<file path="config.mk">
export PLATFORM = sky130hd
export DESIGN_NAME = hazard_stall_unit_flat
export DESIGN_NICKNAME = d
export VERILOG_FILES = /design/src/rtl/hazard_stall_unit_if.sv /design/src/rtl/hazard_stall_unit.sv /design/src/flat_wrapper.sv
export SDC_FILE = /design/constraint.sdc
export NUM_CORES = 1
export LEC_CHECK = 0
export BUFFER_PORTS_ARGS = -buffer_cell sky130_fd_sc_hd__buf_4
export CELL_PAD_IN_SITES_DETAIL_PLACEMENT = 0
export CELL_PAD_IN_SITES_GLOBAL_PLACEMENT = 1
export CORE_ASPECT_RATIO = 0.7
export CORE_MARGIN = 1
export CORE_UTILIZATION = 41
export DETAILED_ROUTE_END_ITERATION = 10
export GPL_TIMING_DRIVEN = 0
export HOLD_SLACK_MARGIN = 0.08
export PLACE_DENSITY_LB_ADDON = 0.1
export SYNTH_ARGS = -nofsm -noshare
export SYNTH_HDL_FRONTEND = slang
export SYNTH_SLANG_ARGS = --single-unit
export TNS_END_PERCENT = 30
</file>
<file path="constraint.sdc">
create_clock -name clk -period 4.35 [get_ports clk]
set_input_delay 0 -clock clk [delete_from_list [all_inputs] [get_ports clk]]
set_output_delay 0 -clock clk [all_outputs]
set_load 0.05 [all_outputs]
</file>
<file path="src/rtl/hazard_stall_unit_if.sv">
// Pipeline-facing bundle of the hazard/stall unit: ID/EX hazard inputs, register
// enables toward the pipeline and the MEM/WB destination scoreboard.
interface hazard_stall_unit_if #(
    parameter int CNT_W = 16
);
    logic [4:0]       id_rs;
    logic [4:0]       id_rt;
    logic             id_uses_rs;
    logic             id_uses_rt;
    logic [4:0]       ex_rd;
    logic             ex_reg_write;
    logic             ex_mem_read;
    logic             ex_mem_write;
    logic             branch_taken;
    // Handshake: the access held in stage 4 (mem_access_q inside the unit) is the
    // valid side and dmem_ready is ready; the access completes, and the pipeline
    // advances, only on a cycle where both are high. Without a pending access,
    // dmem_ready is ignored.
    logic             dmem_ready;

    logic             pc_write;
    logic             ifid_write;
    logic             ifid_flush;
    logic             idex_bubble;
    logic             pipe_freeze;
    logic             memwb_bubble;
    logic [4:0]       mem_stage_rd;
    logic             mem_stage_rw;
    logic [4:0]       wb_stage_rd;
    logic             wb_stage_rw;
    logic             mem_timeout;
    logic [CNT_W-1:0] stall_cycles;
    logic             in_mem_wait;

    modport master (
        output id_rs, id_rt, id_uses_rs, id_uses_rt, ex_rd, ex_reg_write,
               ex_mem_read, ex_mem_write, branch_taken, dmem_ready,
        input  pc_write, ifid_write, ifid_flush, idex_bubble, pipe_freeze,
               memwb_bubble, mem_stage_rd, mem_stage_rw, wb_stage_rd,
               wb_stage_rw, mem_timeout, stall_cycles, in_mem_wait
    );

    modport slave (
        input  id_rs, id_rt, id_uses_rs, id_uses_rt, ex_rd, ex_reg_write,
               ex_mem_read, ex_mem_write, branch_taken, dmem_ready,
        output pc_write, ifid_write, ifid_flush, idex_bubble, pipe_freeze,
               memwb_bubble, mem_stage_rd, mem_stage_rw, wb_stage_rd,
               wb_stage_rw, mem_timeout, stall_cycles, in_mem_wait
    );
endinterface

</file>
<file path="src/rtl/hazard_stall_unit.sv">
// Stall/bubble/flush control for load-use hazards, taken branches and slow data
// memory, plus the MEM/WB destination scoreboard used by the forwarding unit.
module hazard_stall_unit #(
    parameter int MEM_TIMEOUT = 64,
    parameter int CNT_W       = 16
) (
    input  logic               clk,
    input  logic               reset,
    hazard_stall_unit_if.slave hz
);
    typedef enum logic {RUN, MEM_WAIT} state_t;

    localparam int              WCW       = $clog2(MEM_TIMEOUT + 1);
    localparam logic [WCW-1:0]  WAIT_MAX  = WCW'(MEM_TIMEOUT);
    localparam logic [WCW-1:0]  WAIT_LAST = WCW'(MEM_TIMEOUT - 1);

    state_t           state, state_d;
    logic [WCW-1:0]   wait_cnt, wait_cnt_d;
    logic             mem_access_q;
    logic             idex_bubble_prev;
    logic [4:0]       mem_rd_q, wb_rd_q;
    logic             mem_rw_q, wb_rw_q;
    logic             timeout_q;
    logic [CNT_W-1:0] stall_q;

    logic lu, busy;
    logic pc_write, ifid_write, ifid_flush, idex_bubble, pipe_freeze, memwb_bubble;

    assign busy = mem_access_q & ~hz.dmem_ready;
    assign lu   = hz.ex_mem_read & hz.ex_reg_write & (hz.ex_rd != 5'd0) &
                  ((hz.id_uses_rs & (hz.ex_rd == hz.id_rs)) |
                   (hz.id_uses_rt & (hz.ex_rd == hz.id_rt)));

    // Outputs are forced low while reset is held so the pipeline never moves in reset.
    always_comb begin
        state_d      = state;
        wait_cnt_d   = wait_cnt;
        pc_write     = 1'b0;
        ifid_write   = 1'b0;
        ifid_flush   = 1'b0;
        idex_bubble  = 1'b0;
        pipe_freeze  = 1'b0;
        memwb_bubble = 1'b0;
        if (reset) begin
            if (busy) begin
                pipe_freeze  = 1'b1;
                memwb_bubble = 1'b1;
            end else if (hz.branch_taken) begin
                pc_write    = 1'b1;
                ifid_write  = 1'b1;
                ifid_flush  = 1'b1;
                idex_bubble = 1'b1;
            end else if (lu) begin
                idex_bubble = 1'b1;
            end else begin
                pc_write   = 1'b1;
                ifid_write = 1'b1;
            end
        end
        case (state)
            RUN: begin
                if (busy) begin
                    state_d    = MEM_WAIT;
                    wait_cnt_d = '0;
                end
            end
            MEM_WAIT: begin
                if (!busy) begin
                    state_d = RUN;
                end else if (wait_cnt != WAIT_MAX) begin
                    wait_cnt_d = wait_cnt + 1'b1;
                end
            end
            default: state_d = RUN;
        endcase
    end

    always_ff @(posedge clk or negedge reset) begin
        if (!reset) begin
            state            <= RUN;
            wait_cnt         <= '0;
            mem_access_q     <= 1'b0;
            idex_bubble_prev <= 1'b0;
            mem_rd_q         <= 5'd0;
            mem_rw_q         <= 1'b0;
            wb_rd_q          <= 5'd0;
            wb_rw_q          <= 1'b0;
            timeout_q        <= 1'b0;
            stall_q          <= '0;
        end else begin
            state    <= state_d;
            wait_cnt <= wait_cnt_d;
            if (state_d == MEM_WAIT && wait_cnt_d == WAIT_LAST) begin
                timeout_q <= 1'b1;
            end
            // A frozen pipeline keeps the bubble marker: EX still holds the same NOP.
            if (!busy) begin
                mem_access_q     <= (hz.ex_mem_read | hz.ex_mem_write) & ~idex_bubble_prev;
                idex_bubble_prev <= idex_bubble;
                mem_rd_q         <= idex_bubble_prev ? 5'd0 : hz.ex_rd;
                mem_rw_q         <= ~idex_bubble_prev & hz.ex_reg_write & (hz.ex_rd != 5'd0);
                wb_rd_q          <= mem_rd_q;
                wb_rw_q          <= mem_rw_q;
            end else begin
                wb_rd_q <= 5'd0;
                wb_rw_q <= 1'b0;
            end
            if (!pc_write && stall_q != {CNT_W{1'b1}}) begin
                stall_q <= stall_q + 1'b1;
            end
        end
    end

    assign hz.pc_write     = pc_write;
    assign hz.ifid_write   = ifid_write;
    assign hz.ifid_flush   = ifid_flush;
    assign hz.idex_bubble  = idex_bubble;
    assign hz.pipe_freeze  = pipe_freeze;
    assign hz.memwb_bubble = memwb_bubble;
    assign hz.mem_stage_rd = mem_rd_q;
    assign hz.mem_stage_rw = mem_rw_q;
    assign hz.wb_stage_rd  = wb_rd_q;
    assign hz.wb_stage_rw  = wb_rw_q;
    assign hz.mem_timeout  = timeout_q;
    assign hz.stall_cycles = stall_q;
    assign hz.in_mem_wait  = (state == MEM_WAIT);
endmodule
</file>
<file path="src/flat_wrapper.sv">
// flat-port wrapper written by rule: the top's interface ports become plain ports
module hazard_stall_unit_flat 
#(
    parameter int MEM_TIMEOUT = 64,
    parameter int CNT_W       = 16
)
  (clk, reset, hz_id_rs, hz_id_rt, hz_id_uses_rs, hz_id_uses_rt, hz_ex_rd, hz_ex_reg_write, hz_ex_mem_read, hz_ex_mem_write, hz_branch_taken, hz_dmem_ready, hz_pc_write, hz_ifid_write, hz_ifid_flush, hz_idex_bubble, hz_pipe_freeze, hz_memwb_bubble, hz_mem_stage_rd, hz_mem_stage_rw, hz_wb_stage_rd, hz_wb_stage_rw, hz_mem_timeout, hz_stall_cycles, hz_in_mem_wait);
  hazard_stall_unit_if #(.CNT_W(CNT_W)) hz_i ();
  input  logic clk;
  input  logic reset;
  input wire logic [$bits(hz_i.id_rs)-1:0] hz_id_rs;
  input wire logic [$bits(hz_i.id_rt)-1:0] hz_id_rt;
  input wire logic [$bits(hz_i.id_uses_rs)-1:0] hz_id_uses_rs;
  input wire logic [$bits(hz_i.id_uses_rt)-1:0] hz_id_uses_rt;
  input wire logic [$bits(hz_i.ex_rd)-1:0] hz_ex_rd;
  input wire logic [$bits(hz_i.ex_reg_write)-1:0] hz_ex_reg_write;
  input wire logic [$bits(hz_i.ex_mem_read)-1:0] hz_ex_mem_read;
  input wire logic [$bits(hz_i.ex_mem_write)-1:0] hz_ex_mem_write;
  input wire logic [$bits(hz_i.branch_taken)-1:0] hz_branch_taken;
  input wire logic [$bits(hz_i.dmem_ready)-1:0] hz_dmem_ready;
  output wire logic [$bits(hz_i.pc_write)-1:0] hz_pc_write;
  output wire logic [$bits(hz_i.ifid_write)-1:0] hz_ifid_write;
  output wire logic [$bits(hz_i.ifid_flush)-1:0] hz_ifid_flush;
  output wire logic [$bits(hz_i.idex_bubble)-1:0] hz_idex_bubble;
  output wire logic [$bits(hz_i.pipe_freeze)-1:0] hz_pipe_freeze;
  output wire logic [$bits(hz_i.memwb_bubble)-1:0] hz_memwb_bubble;
  output wire logic [$bits(hz_i.mem_stage_rd)-1:0] hz_mem_stage_rd;
  output wire logic [$bits(hz_i.mem_stage_rw)-1:0] hz_mem_stage_rw;
  output wire logic [$bits(hz_i.wb_stage_rd)-1:0] hz_wb_stage_rd;
  output wire logic [$bits(hz_i.wb_stage_rw)-1:0] hz_wb_stage_rw;
  output wire logic [$bits(hz_i.mem_timeout)-1:0] hz_mem_timeout;
  output wire logic [$bits(hz_i.stall_cycles)-1:0] hz_stall_cycles;
  output wire logic [$bits(hz_i.in_mem_wait)-1:0] hz_in_mem_wait;
  assign hz_i.id_rs = hz_id_rs;
  assign hz_i.id_rt = hz_id_rt;
  assign hz_i.id_uses_rs = hz_id_uses_rs;
  assign hz_i.id_uses_rt = hz_id_uses_rt;
  assign hz_i.ex_rd = hz_ex_rd;
  assign hz_i.ex_reg_write = hz_ex_reg_write;
  assign hz_i.ex_mem_read = hz_ex_mem_read;
  assign hz_i.ex_mem_write = hz_ex_mem_write;
  assign hz_i.branch_taken = hz_branch_taken;
  assign hz_i.dmem_ready = hz_dmem_ready;
  assign hz_pc_write = hz_i.pc_write;
  assign hz_ifid_write = hz_i.ifid_write;
  assign hz_ifid_flush = hz_i.ifid_flush;
  assign hz_idex_bubble = hz_i.idex_bubble;
  assign hz_pipe_freeze = hz_i.pipe_freeze;
  assign hz_memwb_bubble = hz_i.memwb_bubble;
  assign hz_mem_stage_rd = hz_i.mem_stage_rd;
  assign hz_mem_stage_rw = hz_i.mem_stage_rw;
  assign hz_wb_stage_rd = hz_i.wb_stage_rd;
  assign hz_wb_stage_rw = hz_i.wb_stage_rw;
  assign hz_mem_timeout = hz_i.mem_timeout;
  assign hz_stall_cycles = hz_i.stall_cycles;
  assign hz_in_mem_wait = hz_i.in_mem_wait;
  hazard_stall_unit #(.MEM_TIMEOUT(MEM_TIMEOUT), .CNT_W(CNT_W)) u_core (.clk(clk), .reset(reset), .hz(hz_i));
endmodule
</file>
-- Word-level counts from Yosys, hierarchy flattened
Index checks and enable logic that the tools add are counted.
- input bits: 24
- output and inout port bits: 36
- word-level logic and storage cells: 55
- bits in registers: 39
- eq/ne operators: 5
- add/subtract/negate cells: 2
- bitwise gates (word level): 14
- muxes and demuxes: 20
- reduce and logical (&&, ||, !) cells: 4
- operators by type and width (kind ; count):
    $mux 7 ; 3
    $add 16x1->16 const B ; 1
    $ne 16x16->1 const B ; 1
    $mux 1 ; 14
    $pmux 7 s2 ; 1
    $eq 5x5->1 ; 2
    $mux 5 ; 2
    $and 1x1->1 ; 9
    $add 7x1->7 const B ; 1
    $eq 7x6->1 const B ; 1
    $ne 7x7->1 const B ; 1
    $reduce_bool 5->1 ; 1
    $not 1->1 ; 3
    $logic_and 1x1->1 ; 2
    $or 1x1->1 ; 2
    $logic_not 1->1 ; 1

-- Logic depth before layout (Yosys ltp)
Gate-level depths: netlist (run 1).
- depth after elaboration: 10
- mapped depth: 8

-- Least setup slack after synthesis (run 1)
OpenSTA, ideal clock, no wires.
- kind: register -> register
- start: reg u_core.stall_q[0], in the netlist u_core.hz.stall_cycles[0]
- end: reg u_core.stall_q[1], in the netlist u_core.hz.stall_cycles[1]
- library setup time: 128 ps
- clock period less this slack: 2277 ps
- arrival: 2149 ps
- required time: 4222 ps
- stages on the path, launching flop included: 8
- path slack: 2073 ps
- cell sequence: dfrtp_1 > ha_1 > nand2_1 > nor3_1 > nand2_1 > a31oi_4 > buf_6 > mux2_1
- cells in the longest elaborated chain, start to end: 2
- elaborated cells on any way between the ends: 3
- classes of those cells: 1 x add/sub; 1 x eq/ne; 1 x reduce/logical
- RTL lines (item ; line ; source):
    start: declaration ; hazard_stall_unit.sv:24 ; logic [CNT_W-1:0] stall_q;
    start signal: assignment ; hazard_stall_unit.sv:109 ; stall_q <= stall_q + 1'b1;
    branches (longest 2 deep; another with $add 16x1->16) ; - ;
Several ways; the timed one is not identified.
A chain may end at the register's enable or synchronous reset.

-- Final worst setup path (run 1)
Same ends and word-level chain as after synthesis.

==> qor.yml, run 1 <==
layout:
  register_area_sq_um: 976
  final_cell_area_sq_mm: 0.00264
  fin_nets: 288
  fillers: 397
  syn_to_final_growth_pct: 35.5
  fin_util: 0.592
  drive_gt1_frac: 0.305
  multi_input_area_sq_um: 911
  n_antenna_cell: 0
setup_path:
  startpoint_type: "flip-flop"
  crit_slowest_cell: "dfrtp_1"
  cp_common_cell: "nand2_1"
  worstSetupPathType: "reg -> reg"
  required_ns: 4.53
  arrival_ns: 2.39
  cp.buffers_inverters: 1
  crit_chain: "ha_1, nand2_1, nor3_1, nand2_1, a31oi_4, buf_6, mux2_1"
  reg2reg_from: "u_core.hz.stall_cycles[0]$_DFFE_PN0P_"
  crit_fanout: 10
  crit_path_max_incr_delay_ns: 0.42
  endpoint_kind: "flip-flop"
  cp-startpoint: "u_core.hz.stall_cycles[0]$_DFFE_PN0P_"
  crit_family: "simple AND/OR/NAND/NOR gates"
timing:
  worst_slack_ns: 2.14
  drv_slew: 0
  period_share: 0.508
  worst_hold_slack_ns: 0.186
  fin_setup_tns_ns: 0
  slew_headroom: 0.656
  min_period_ns: 2.21
  fmax_mhz: 453
  finalHoldViolations: 0
  tightest_slew_ns: 0.516
  rsz0062_at_grt: "false"
  setup_viol: 0
  clock_skew_ns: 0.00313
synthesis:
  yosysUniqueCellTypes: 43
  synth_area_leaders: "dfrtp_1 (50%), xnor2_1 (6.3%), xor2_1 (6.3%)"
  yosysTopAreaCell: "dfrtp_1"
  syn_area_per_cell_sq_um: 10.5
  syn-instance-count: 186
  yosysWarningCount: 0
  ys_seq_elements: 39
  syn_area_sq_mm: 0.00195
  synth_nets: 213
  yosys.area.top_type_share: 0.501
  synth-seq-area-share: 0.501
place:
  dpl_worst_slack_ns: 2.21
  place_congestion: 0.822
  port_buffers: 59
  dp_hpwl_um: 3080
  placed_area_sq_mm: 0.00246
floorplanning:
  initial_core_util: 0.437
  ios: 60
  core_sq_mm: 0.00445
  fp-row-count: 20
  dieWidth_um: 84.4
  die_h_um: 59.7
  die_area_sq_mm: 0.00504
power_and_ir_drop:
  ir_drop_mv: 0.163
  power_density_mw_per_mm2: 475
  leakage_nw: 1.23
global_route:
  antenna_found_initial: 0
  grtUsageTotal: 0.180
  grt_pass1_wl_um: 6850
  grt_max_degree: 42
  grt_pass1_vias: 1390
  grt_overflow: 0
clocking:
  cts_max_path_buffers: 2
  post_cts.repair.setup_buffers: 0
  cts_max_level: 2
  cts_buffers: 5
  clk_pin_slew_ns: 0.08
  cts_root_buffer: "clkbuf_8"
  insertion_delay_ns: 0.29
  clock_sinks: 39
  cts_tree: "built"
detailed_routing:
  drt_wl_total_um: 4290
  vias: 1572
  wl_per_cell_um: 13.5
  drt_first_pass_iters: 7
  drc_errors: 2
  drt.antenna.violating_nets: 0
  first_iter_violations: 49
  viasPerCell: 4.96
outcome:
  status: "complete, but fails checks"
  violations: "design-rule violations"
flow_run:
  max_cap_violations: 0
min_path:
  worstHoldPathType: "in -> reg"
  holdCritStartpoint: "hz_branch_taken"
-- registers in the layout (all words and copies together), names as in the netlist --
name and cells:
u_core.hz.mem_timeout 1, u_core.hz.wb_stage_rw 1, u_core.hz.mem_stage_rd 5, u_core.hz.wb_stage_rd 5
u_core.hz.in_mem_wait 1, u_core.hz.stall_cycles 16, u_core.mem_access_q 1, u_core.hz.mem_stage_rw 1
u_core.wait_cnt 7, u_core.idex_bubble_prev 1
-- layout make-up --
type	instances	share of cell area
Buffer	6	0.0147
Clock buffer	5	0.0261
Clock inverter	3	0.00759
Inverter	6	0.00853
Multi-Input combinational cell	135	0.345
Sequential cell	39	0.370
Tap cell	55	0.0261
Timing Repair Buffer	68	0.202
-- worst min-delay path, cell delays in order --
cell and delay [ns]:
buf_4 0.12, inv_1 0.06, a21oi_1 0.10, a21o_1 0.16
-- power breakdown --
part	total (mW)	switching, mW	internal [mW]
Sequential	0.496	0.0682	0.428
Combinational	0.512	0.342	0.170
Clock	0.245	0.133	0.112
-- layer usage --
metal	global-route usage	up-vias	routed length [um]
li1	-	792	-
met1	0.279	721	2270
met2	0.242	55	1710
met3	0.0497	4	274
met4	0.0508	0	36
met5	0	-	0
-- cells in the final DEF (no fill, tap or decap), types with 2 or more instances in the layout --
cell / Yosys / routed
nand3b_1: 6 / 6
nand4_1: 6 / 6
nor2_1: 7 / 7
nor4_1: 5 / 5
nor4b_1: 3 / 3
dlygate4sd3_1: 0 / 9
clkbuf_8: 0 / 5
mux2_1: 2 / 2
nand2b_1: 2 / 2
inv_1: 5 / 5
nand3_1: 7 / 7
a21oi_1: 3 / 3
and2_1: 7 / 7
xor2_1: 14 / 14
ha_1: 3 / 3
o21ai_0: 4 / 4
nor3_1: 5 / 5
xnor2_1: 14 / 14
nand2_1: 28 / 28
dfrtp_1: 39 / 39
clkinvlp_4: 0 / 2
buf_4: 2 / 61
-- stage by stage --
stage	power, mW	std cells
2_1_floorplan	0.842	186
3_3_place_gp	1.01	300
3_5_place_dp	1.01	300
4_1_cts	1.26	317
5_1_grt	1.32	317
6_report	1.25	317
-- what timing repair did --
action,4_1_cts,5_1_grt
hold buffers,9,0
gates resized for setup,0,0
endpoints found under the hold margin,46,0
endpoints found under the setup margin,0,0
-- cell families after synthesis --
family          synth area share
mux                       0.0167
compound gates            0.0726
simple gates               0.233
fa+ha+maj                 0.0193
buf+inv                   0.0315
xor+xnor                   0.126
flops                      0.501
-- synthesized netlist by cell type, drive strengths merged --
| cell | count |
|---|---|
| xor2 | 14 |
| nand3b | 6 |
| nand2b | 2 |
| a2bb2oi | 1 |
| or3 | 1 |
| dfrtp | 39 |
| a21oi | 4 |
| a31oi | 2 |
| nand4 | 6 |
| buf | 4 |
| mux2 | 2 |
| o31ai | 1 |
| xnor2 | 14 |
| ha | 3 |
| a21o | 1 |
| nand3 | 7 |
| and2 | 7 |
| a21boi | 1 |
| a31o | 1 |
| nor3 | 6 |
| clkbuf | 2 |
| o2111ai | 1 |
| nor4 | 6 |
| or4 | 1 |
| mux2i | 1 |
| nor2 | 7 |
| inv | 6 |
| nand2 | 28 |
| o21ai | 5 |
| nor4b | 3 |
| and3 | 1 |
| nor3b | 2 |
| o22ai | 1 |
-- final timing paths --
check,end,slack [ns],cells past startpoint
min reg2reg,u_core.hz.mem_timeout$_DFFE_PN0P_,0.49,1
min,u_core.idex_bubble_prev$_DFFE_PN0N_,0.19,4
max in group asynchronous,u_core.idex_bubble_prev$_DFFE_PN0N_,3.77,2
min in group asynchronous,u_core.hz.stall_cycles[3]$_DFFE_PN0P_,0.22,2
max,u_core.hz.stall_cycles[1]$_DFFE_PN0P_,2.14,7
max reg2reg,u_core.hz.stall_cycles[1]$_DFFE_PN0P_,2.14,7
Note: power is estimated with default switching activity, not from simulation.
==> run 2: changes to the inputs <==
- ABC_AREA: not set -> 1
- CORE_UTILIZATION: 41 -> 37
- clock period: 4.35 -> 2.3 ns (I/O delays scaled with it)
==> qor.yml, run 2 <==
outcome:
  status: "finished, final reports clean"  # was complete, but fails checks
power_and_ir_drop:
  leakage_nw: 1.64  # was 1.23 nW
  ir_drop_mv: 0.460  # was 0.163 mV
  total_power_mw: 2.10  # was 1.25 mW
  power_density_mw_per_mm2: 705  # was 475 mW/mm^2
synthesis:
  syn-instance-count: 310  # was 186
  synth_compound_area_frac: 0.0388  # was 0.0726
  synth-adder-area-share: 0.0166  # was 0.0193
  synth_top_family_by_area: "simple AND/OR/NAND/NOR gates"  # unchanged
  yosysTopAreaCell: "dfrtp_1"  # unchanged
  muxShareOfSynthArea: 0  # was 0.0167
  yosysWarningCount: 0  # unchanged
  syn_area_per_cell_sq_um: 7.28  # was 10.5 sq um
  synth_edf_count: 0  # unchanged
  synth_async_sr_flop_share: 1.00  # unchanged
  ys_top_cells_by_count: "nand2_1 (95), inv_1 (42), nor2_1 (41), dfrtp_1 (39), nand3_1 (33)"  # was dfrtp_1 (39), nand2_1 (28), xnor2_1 (14), xor2_1 (14)
  ys_seq_elements: 39  # unchanged
  yosys.area.top_type_share: 0.433  # was 0.501
  ys.flop_type: "dfrtp_1"  # unchanged
  synth_area_leaders: "dfrtp_1 (43%), nand2_1 (16%), nand3_1 (7.3%)"  # was dfrtp_1 (50%), xnor2_1 (6.3%), xor2_1 (6.3%)
  synth_nets: 337  # was 213
  synth_most_common_cell: "nand2_1"  # was dfrtp_1
  yosysUniqueCellTypes: 27  # was 43
  syn_area_sq_mm: 0.00226  # was 0.00195 sq mm
  synthSimpleGateAreaFrac: 0.357  # was 0.233
  synth-seq-area-share: 0.433  # was 0.501
  synthXorXnorAreaFrac: 0.0544  # was 0.126
timing:
  setup_viol: 0  # unchanged
  clock_skew_ns: 0.00508  # was 0.00313 ns
  finalHoldViolations: 0  # unchanged
  min_period_ns: 1.99
  rsz0062_at_grt: "false"  # unchanged
  drv_slew: 0  # unchanged
  worst_slack_ns: 0.305  # was 2.14 ns
  slew_headroom: 0.690  # was 0.656
  period_share: 0.867
  fmax_mhz: 501
  tightest_slew_ns: 0.465  # was 0.516 ns
  fin_setup_tns_ns: 0  # unchanged
detailed_routing:
  drt_wl_total_um: 5720  # was 4290 um
  drt_first_pass_iters: 4  # was 7
  viasPerCell: 4.60  # was 4.96
  first_iter_violations: 105  # was 49
  vias: 2121  # was 1572
  drt.antenna.violating_nets: 0  # unchanged
  wl_per_cell_um: 12.4  # was 13.5 um
  drc_errors: 0  # was 2
clocking:
  cts_tree: "built"  # unchanged
  cts_max_level: 2  # unchanged
  insertion_delay_ns: 0.29  # about the same
  cts_max_path_buffers: 2  # unchanged
  cts_root_buffer: "clkbuf_8"  # unchanged
  clock_sinks: 39  # unchanged
  clk_pin_slew_ns: 0.08  # about the same
  cts_buffers: 5  # unchanged
  post_cts.repair.setup_buffers: 0  # unchanged
global_route:
  grt_pass1_vias: 1882  # was 1390
  antenna_found_initial: 0  # unchanged
  grt_pass1_wl_um: 9110  # was 6850 um
  grt_max_degree: 41  # was 42
  grtUsageTotal: 0.189  # was 0.180
  grt_overflow: 0  # unchanged
layout:
  register_area_sq_um: 976  # unchanged
  n_antenna_cell: 0  # unchanged
  fin_nets: 413  # was 288
  mostFrequentLayoutCell: "nand2_1"  # was buf_4
  fillers: 618  # was 397
  largest_reg_flops: 16  # unchanged
  final_cell_mix: "nand2_1 (95), buf_4 (61), inv_1 (42)"  # was buf_4 (61), dfrtp_1 (39), nand2_1 (28)
  fin_util: 0.513  # was 0.592
  drive_gt1_frac: 0.218  # was 0.305
  instances_no_fill: 461  # was 317
  syn_to_final_growth_pct: 32.3  # was 35.5%
  multi_input_area_sq_mm: 0.00105  # was 911 sq um
place:
  dpl_worst_slack_ns: 0.481  # was 2.21 ns
  dp_cells: 444  # was 300
  dp_hpwl_um: 4240  # was 3080 um
  place_congestion: 0.803  # was 0.822
  port_buffers: 59  # unchanged
floorplanning:
  core_sq_mm: 0.00581  # was 0.00445 sq mm
  initial_core_util: 0.388  # was 0.437
  ios: 60  # unchanged
  dieWidth_um: 95.3  # was 84.4 um
  die_area_sq_mm: 0.00642  # was 0.00504 sq mm
  die_h_um: 67.3  # was 59.7 um
  fp-row-count: 23  # was 20
min_path:
  worstHoldPathType: "in -> reg"  # unchanged
setup_path:
  cp-startpoint: "reset"  # was u_core.hz.stall_cycles[0]$_DFFE_PN0P_
  cp.depth: 9  # was 7
  crit_fanout: 40  # was 10
  startpoint_type: "primary input"  # was flip-flop
  crit_path_max_incr_delay_ns: 0.54  # was 0.42 ns
  crit_family: "buffers and inverters"  # was simple AND/OR/NAND/NOR gates
  worstSetupPathType: "in -> out"  # was reg -> reg
  crit_end: "hz_pc_write"  # was u_core.hz.stall_cycles[1]$_DFFE_PN0P_
  crit_slowest_cell: "dlygate4sd3_1"  # was dfrtp_1
  crit_chain: "dlygate4sd3_1, buf_6, inv_1, nor2_1, nand2_4, buf_4, inv_1, buf_4, buf_4"  # was ha_1, nand2_1, nor3_1, nand2_1, a31oi_4, buf_6, mux2_1
  reg2reg_setup_slack_ns: 0.48  # was 2.14 ns
  cp.buffers_inverters: 7  # was 1
  r2r.worst_path.cells: 9  # was 7
  required_ns: 2.30  # was 4.53 ns
  cp_common_cell: "buf_4"  # was nand2_1
  endpoint_kind: "primary output"  # was flip-flop
  reg2reg_from: "u_core.hz.stall_cycles[0]$_DFFE_PN0P_"  # unchanged
  r2r-end: "u_core.hz.stall_cycles[6]$_DFFE_PN0P_"  # was u_core.hz.stall_cycles[1]$_DFFE_PN0P_
  arrival_ns: 1.99  # was 2.39 ns
flow_run:
  max_cap_violations: 0  # unchanged
==> run 2: changes by cell type in the layout (fill, tap and decap cells not counted), moves of 3 or more <==
cell	delta
nand3_1	+26
nor4b_1	-3
inv_1	+37
nand2_1	+67
nor3_1	-3
and2_1	-7
o22ai_1	+7
nor2_1	+34
inv_2	+5
xnor2_1	-6
nor4_1	-5
nand3b_1	-5
xor2_1	-8
==> run 2: final cells by class <==
class	instances	share of cell area
Clock buffer	6	0.0277
Tap cell	75	0.0314
Inverter	48	0.0604
Buffer	7	0.0159
Sequential cell	39	0.327
Clock inverter	1	0.00168
Multi-Input combinational cell	216	0.353
Timing Repair Buffer	69	0.183
==> run 2: tightest hold or removal path, delay by kind of cell <==
family / cells / cell delay (ns)
buffers and inverters: 2 / 0.12
and+or+nand+nor: 3 / 0.29
==> run 2: cells by family (layout without fill, tap and decap cells) <==
group,count (synthesis),count (layout)
DFF,39,39
buffers and inverters,55,131
xor gates and xnor gates,14,14
adders and majority gates,3,3
and+or+nand+nor,185,185
AOI/OAI and AO/OA,14,14
==> run 2: worst min-delay path by stage <==
stage | startpoint | end | slack [ns] | cells past startpoint
3_3_place_gp | reset | u_core.wait_cnt[2]$_DFF_PN0_ | 0.01 | 1
4_1_cts | hz_dmem_ready | u_core.wait_cnt[2]$_DFF_PN0_ | 0.16 | 5
5_1_grt | hz_dmem_ready | u_core.wait_cnt[2]$_DFF_PN0_ | 0.20 | 5
3_5_place_dp | reset | u_core.wait_cnt[3]$_DFF_PN0_ | 0.02 | 1
6_report | hz_dmem_ready | u_core.wait_cnt[2]$_DFF_PN0_ | 0.16 | 5
2_1_floorplan | reset | u_core.hz.in_mem_wait$_DFF_PN0_ | -0.30 | 0
==> run 2: repair_timing <==
item                                   CTS  global route
endpoints found under the hold margin   47             0
setup endpoints to repair                0             1
hold buffers                            10             0
gates resized for setup                  0             1
==> run 2: metal layers <==
metal / track usage / vias up / wire, um
met4: 0.0398 / 0 / 37
li1: - / 1115 / -
met2: 0.270 / 45 / 2260
met5: 0 / - / 0
met3: 0.0495 / 5 / 287
met1: 0.282 / 956 / 3130
==> run 2: report_power, final <==
| part | internal, mW | total [mW] | switching, mW |
|---|---|---|---|
| Clock | 0.236 | 0.480 | 0.244 |
| Combinational | 0.249 | 0.759 | 0.509 |
| Sequential | 0.770 | 0.865 | 0.0944 |
==> run 2: metrics by stage <==
stage | hold slack [ns] | instance area [sq um]
floorplan | -0.296 | 2260
global placement | 0.0131 | 2790
detailed placement | 0.0155 | 2790
CTS | 0.161 | 2980
global route | 0.200 | 2980
finish | 0.158 | 2980
==> run 3: changes to the inputs <==
- CORE_ASPECT_RATIO: 0.7 -> not set
- CORE_MARGIN: 1 -> 2
==> qor.yml, run 3 (same netlist as run 2, synthesis figures left out) <==
clocking:
  cts_max_path_buffers: 2  # unchanged
  cts_buffers: 5  # unchanged
  post_cts.repair.setup_buffers: 0  # unchanged
  insertion_delay_ns: 0.29  # about the same
  clk_pin_slew_ns: 0.07  # was 0.08 ns
  cts_max_level: 2  # unchanged
  cts_root_buffer: "clkbuf_8"  # unchanged
  clock_sinks: 39  # unchanged
  cts_tree: "built"  # unchanged
place:
  place_congestion: 0.787  # was 0.803
  dp_hpwl_um: 4080  # was 4240 um
  dpl_worst_slack_ns: 0.490  # was 0.481 ns
  port_buffers: 59  # unchanged
min_path:
  worstHoldPathType: "in -> reg"  # unchanged
  holdCritStartpoint: "hz_dmem_ready"  # unchanged
layout:
  fillers: 595  # was 618
  drive_gt1_frac: 0.217  # was 0.218
  syn_to_final_growth_pct: 34.3  # was 32.3%
  n_antenna_cell: 0  # unchanged
  fin_util: 0.512  # was 0.513
  mostFrequentLayoutCell: "nand2_1"  # unchanged
  fin_nets: 413  # unchanged
  largest_reg_flops: 16  # unchanged
  final_cell_mix: "nand2_1 (95), buf_4 (61), inv_1 (42)"  # unchanged
detailed_routing:
  drc_errors: 0  # unchanged
  viasPerCell: 4.65  # was 4.60
  wl_per_cell_um: 12.0  # was 12.4 um
  drt_first_pass_iters: 4  # unchanged
  first_iter_violations: 83  # was 105
  vias: 2147  # was 2121
  drt.antenna.violating_nets: 0  # unchanged
  drt_wl_total_um: 5520  # was 5720 um
power_and_ir_drop:
  leakage_nw: 1.66  # was 1.64 nW
  power_density_mw_per_mm2: 757  # was 705 mW/mm^2
  ir_drop_mv: 0.527  # was 0.460 mV
  total_power_mw: 2.29  # was 2.10 mW
timing:
  fmax_mhz: 503  # was 501 MHz
  min_period_ns: 1.99  # about the same
  slew_headroom: 0.712  # was 0.690
  period_share: 0.864  # was 0.867
  worst_hold_slack_ns: 0.130  # was 0.158 ns
  finalHoldViolations: 0  # unchanged
  tightest_slew_ns: 0.433  # was 0.465 ns
  drv_slew: 0  # unchanged
  setup_viol: 0  # unchanged
  fin_setup_tns_ns: 0  # unchanged
  rsz0062_at_grt: "false"  # unchanged
  clock_skew_ns: 0.00579  # was 0.00508 ns
  worst_slack_ns: 0.314  # was 0.305 ns
floorplanning:
  ios: 60  # unchanged
  fp-row-count: 28  # was 23
  dieWidth_um: 82.1  # was 95.3 um
  die_area_sq_mm: 0.00674  # was 0.00642 sq mm
  core_sq_mm: 0.00592  # was 0.00581 sq mm
  die_h_um: 82.1  # was 67.3 um
  initial_core_util: 0.381  # was 0.388
setup_path:
  r2r-end: "u_core.hz.stall_cycles[10]$_DFFE_PN0P_"  # was u_core.hz.stall_cycles[6]$_DFFE_PN0P_
  cp-startpoint: "reset"  # unchanged
  reg2reg_setup_slack_ns: 0.46  # was 0.48 ns
  startpoint_type: "primary input"  # unchanged
  reg2reg_from: "u_core.hz.stall_cycles[0]$_DFFE_PN0P_"  # unchanged
  worstSetupPathType: "in -> out"  # unchanged
  crit_fanout: 40  # unchanged
  arrival_ns: 1.99  # about the same
  required_ns: 2.30  # about the same
  crit_end: "hz_pc_write"  # unchanged
  r2r.worst_path.cells: 9  # unchanged
  endpoint_kind: "primary output"  # unchanged
global_route:
  grt_max_degree: 41  # unchanged
  antenna_found_initial: 0  # unchanged
  grt_pass1_wl_um: 9320  # was 9110 um
  grtUsageTotal: 0.180  # was 0.189
  grt_overflow: 0  # unchanged
  grt_pass1_vias: 2013  # was 1882
outcome:
  status: "finished, final reports clean"  # unchanged
flow_run:
  max_cap_violations: 0  # unchanged
==> run 3: cell types whose count changed in the layout (fill, tap and decap cells not counted), sizes merged <==
cell    previous run  this run
bufinv             0         2
clkinv             1         0
==> run 3: worst min path at each step <==
stage                     cells after the start                              end
after floorplan                               0  u_core.hz.in_mem_wait$_DFF_PN0_
after global placement                        1     u_core.wait_cnt[3]$_DFF_PN0_
after detailed placement                      1     u_core.wait_cnt[3]$_DFF_PN0_
after CTS                                     5     u_core.wait_cnt[2]$_DFF_PN0_
after global routing                          5     u_core.wait_cnt[2]$_DFF_PN0_
final                                         5     u_core.wait_cnt[2]$_DFF_PN0_
==> run 3: routing by layer <==
metal,global-route usage,share of wire
met5,0,0
met4,0.0500,0.011
met3,0.0407,0.052
met2,0.298,0.47
met1,0.237,0.47
==> run 3: power breakdown <==
group / switching [mW] / internal [mW]
registers: 0.0837 / 0.770
clock network: 0.250 / 0.434
logic: 0.505 / 0.250
total: 0.839 / 1.45
==> run 3: what timing repair did <==
| action | CTS | global route |
|---|---|---|
| endpoints found under the hold margin | 47 | 0 |
| hold buffers | 10 | 0 |
| endpoints found under the setup margin | 0 | 1 |
| resized for setup | 0 | 1 |
==> run 3: per-stage QoR <==
stage,instance area [sq um],instances
final,3030,462
after global routing,3030,462
after CTS,3030,462
after detailed placement,2790,444
after global placement,2790,444
after floorplan,2260,310
==> run 3: critical path, cell delays in order <==
cell           delay [ns]
dlygate4sd3_1        0.54
buf_6                0.33
inv_1                0.12
nor2_1               0.25
nand2_4              0.14
buf_4                0.21
inv_1                0.08
buf_4                0.10
buf_4                0.18
==> run 3: final cells by class <==
| cell class | count | area, sq um | area share |
|---|---|---|---|
| clock buffer | 6 | 72.6 | 0.0240 |
| clock inverter | 2 | 60.1 | 0.0198 |
| tap | 75 | 93.8 | 0.0310 |
| buffer | 7 | 47.5 | 0.0157 |
| multi-input combinational | 216 | 1050 | 0.347 |
| sequential | 39 | 976 | 0.322 |
| timing repair buffer | 69 | 547 | 0.181 |
| inverter | 48 | 180 | 0.0595 |
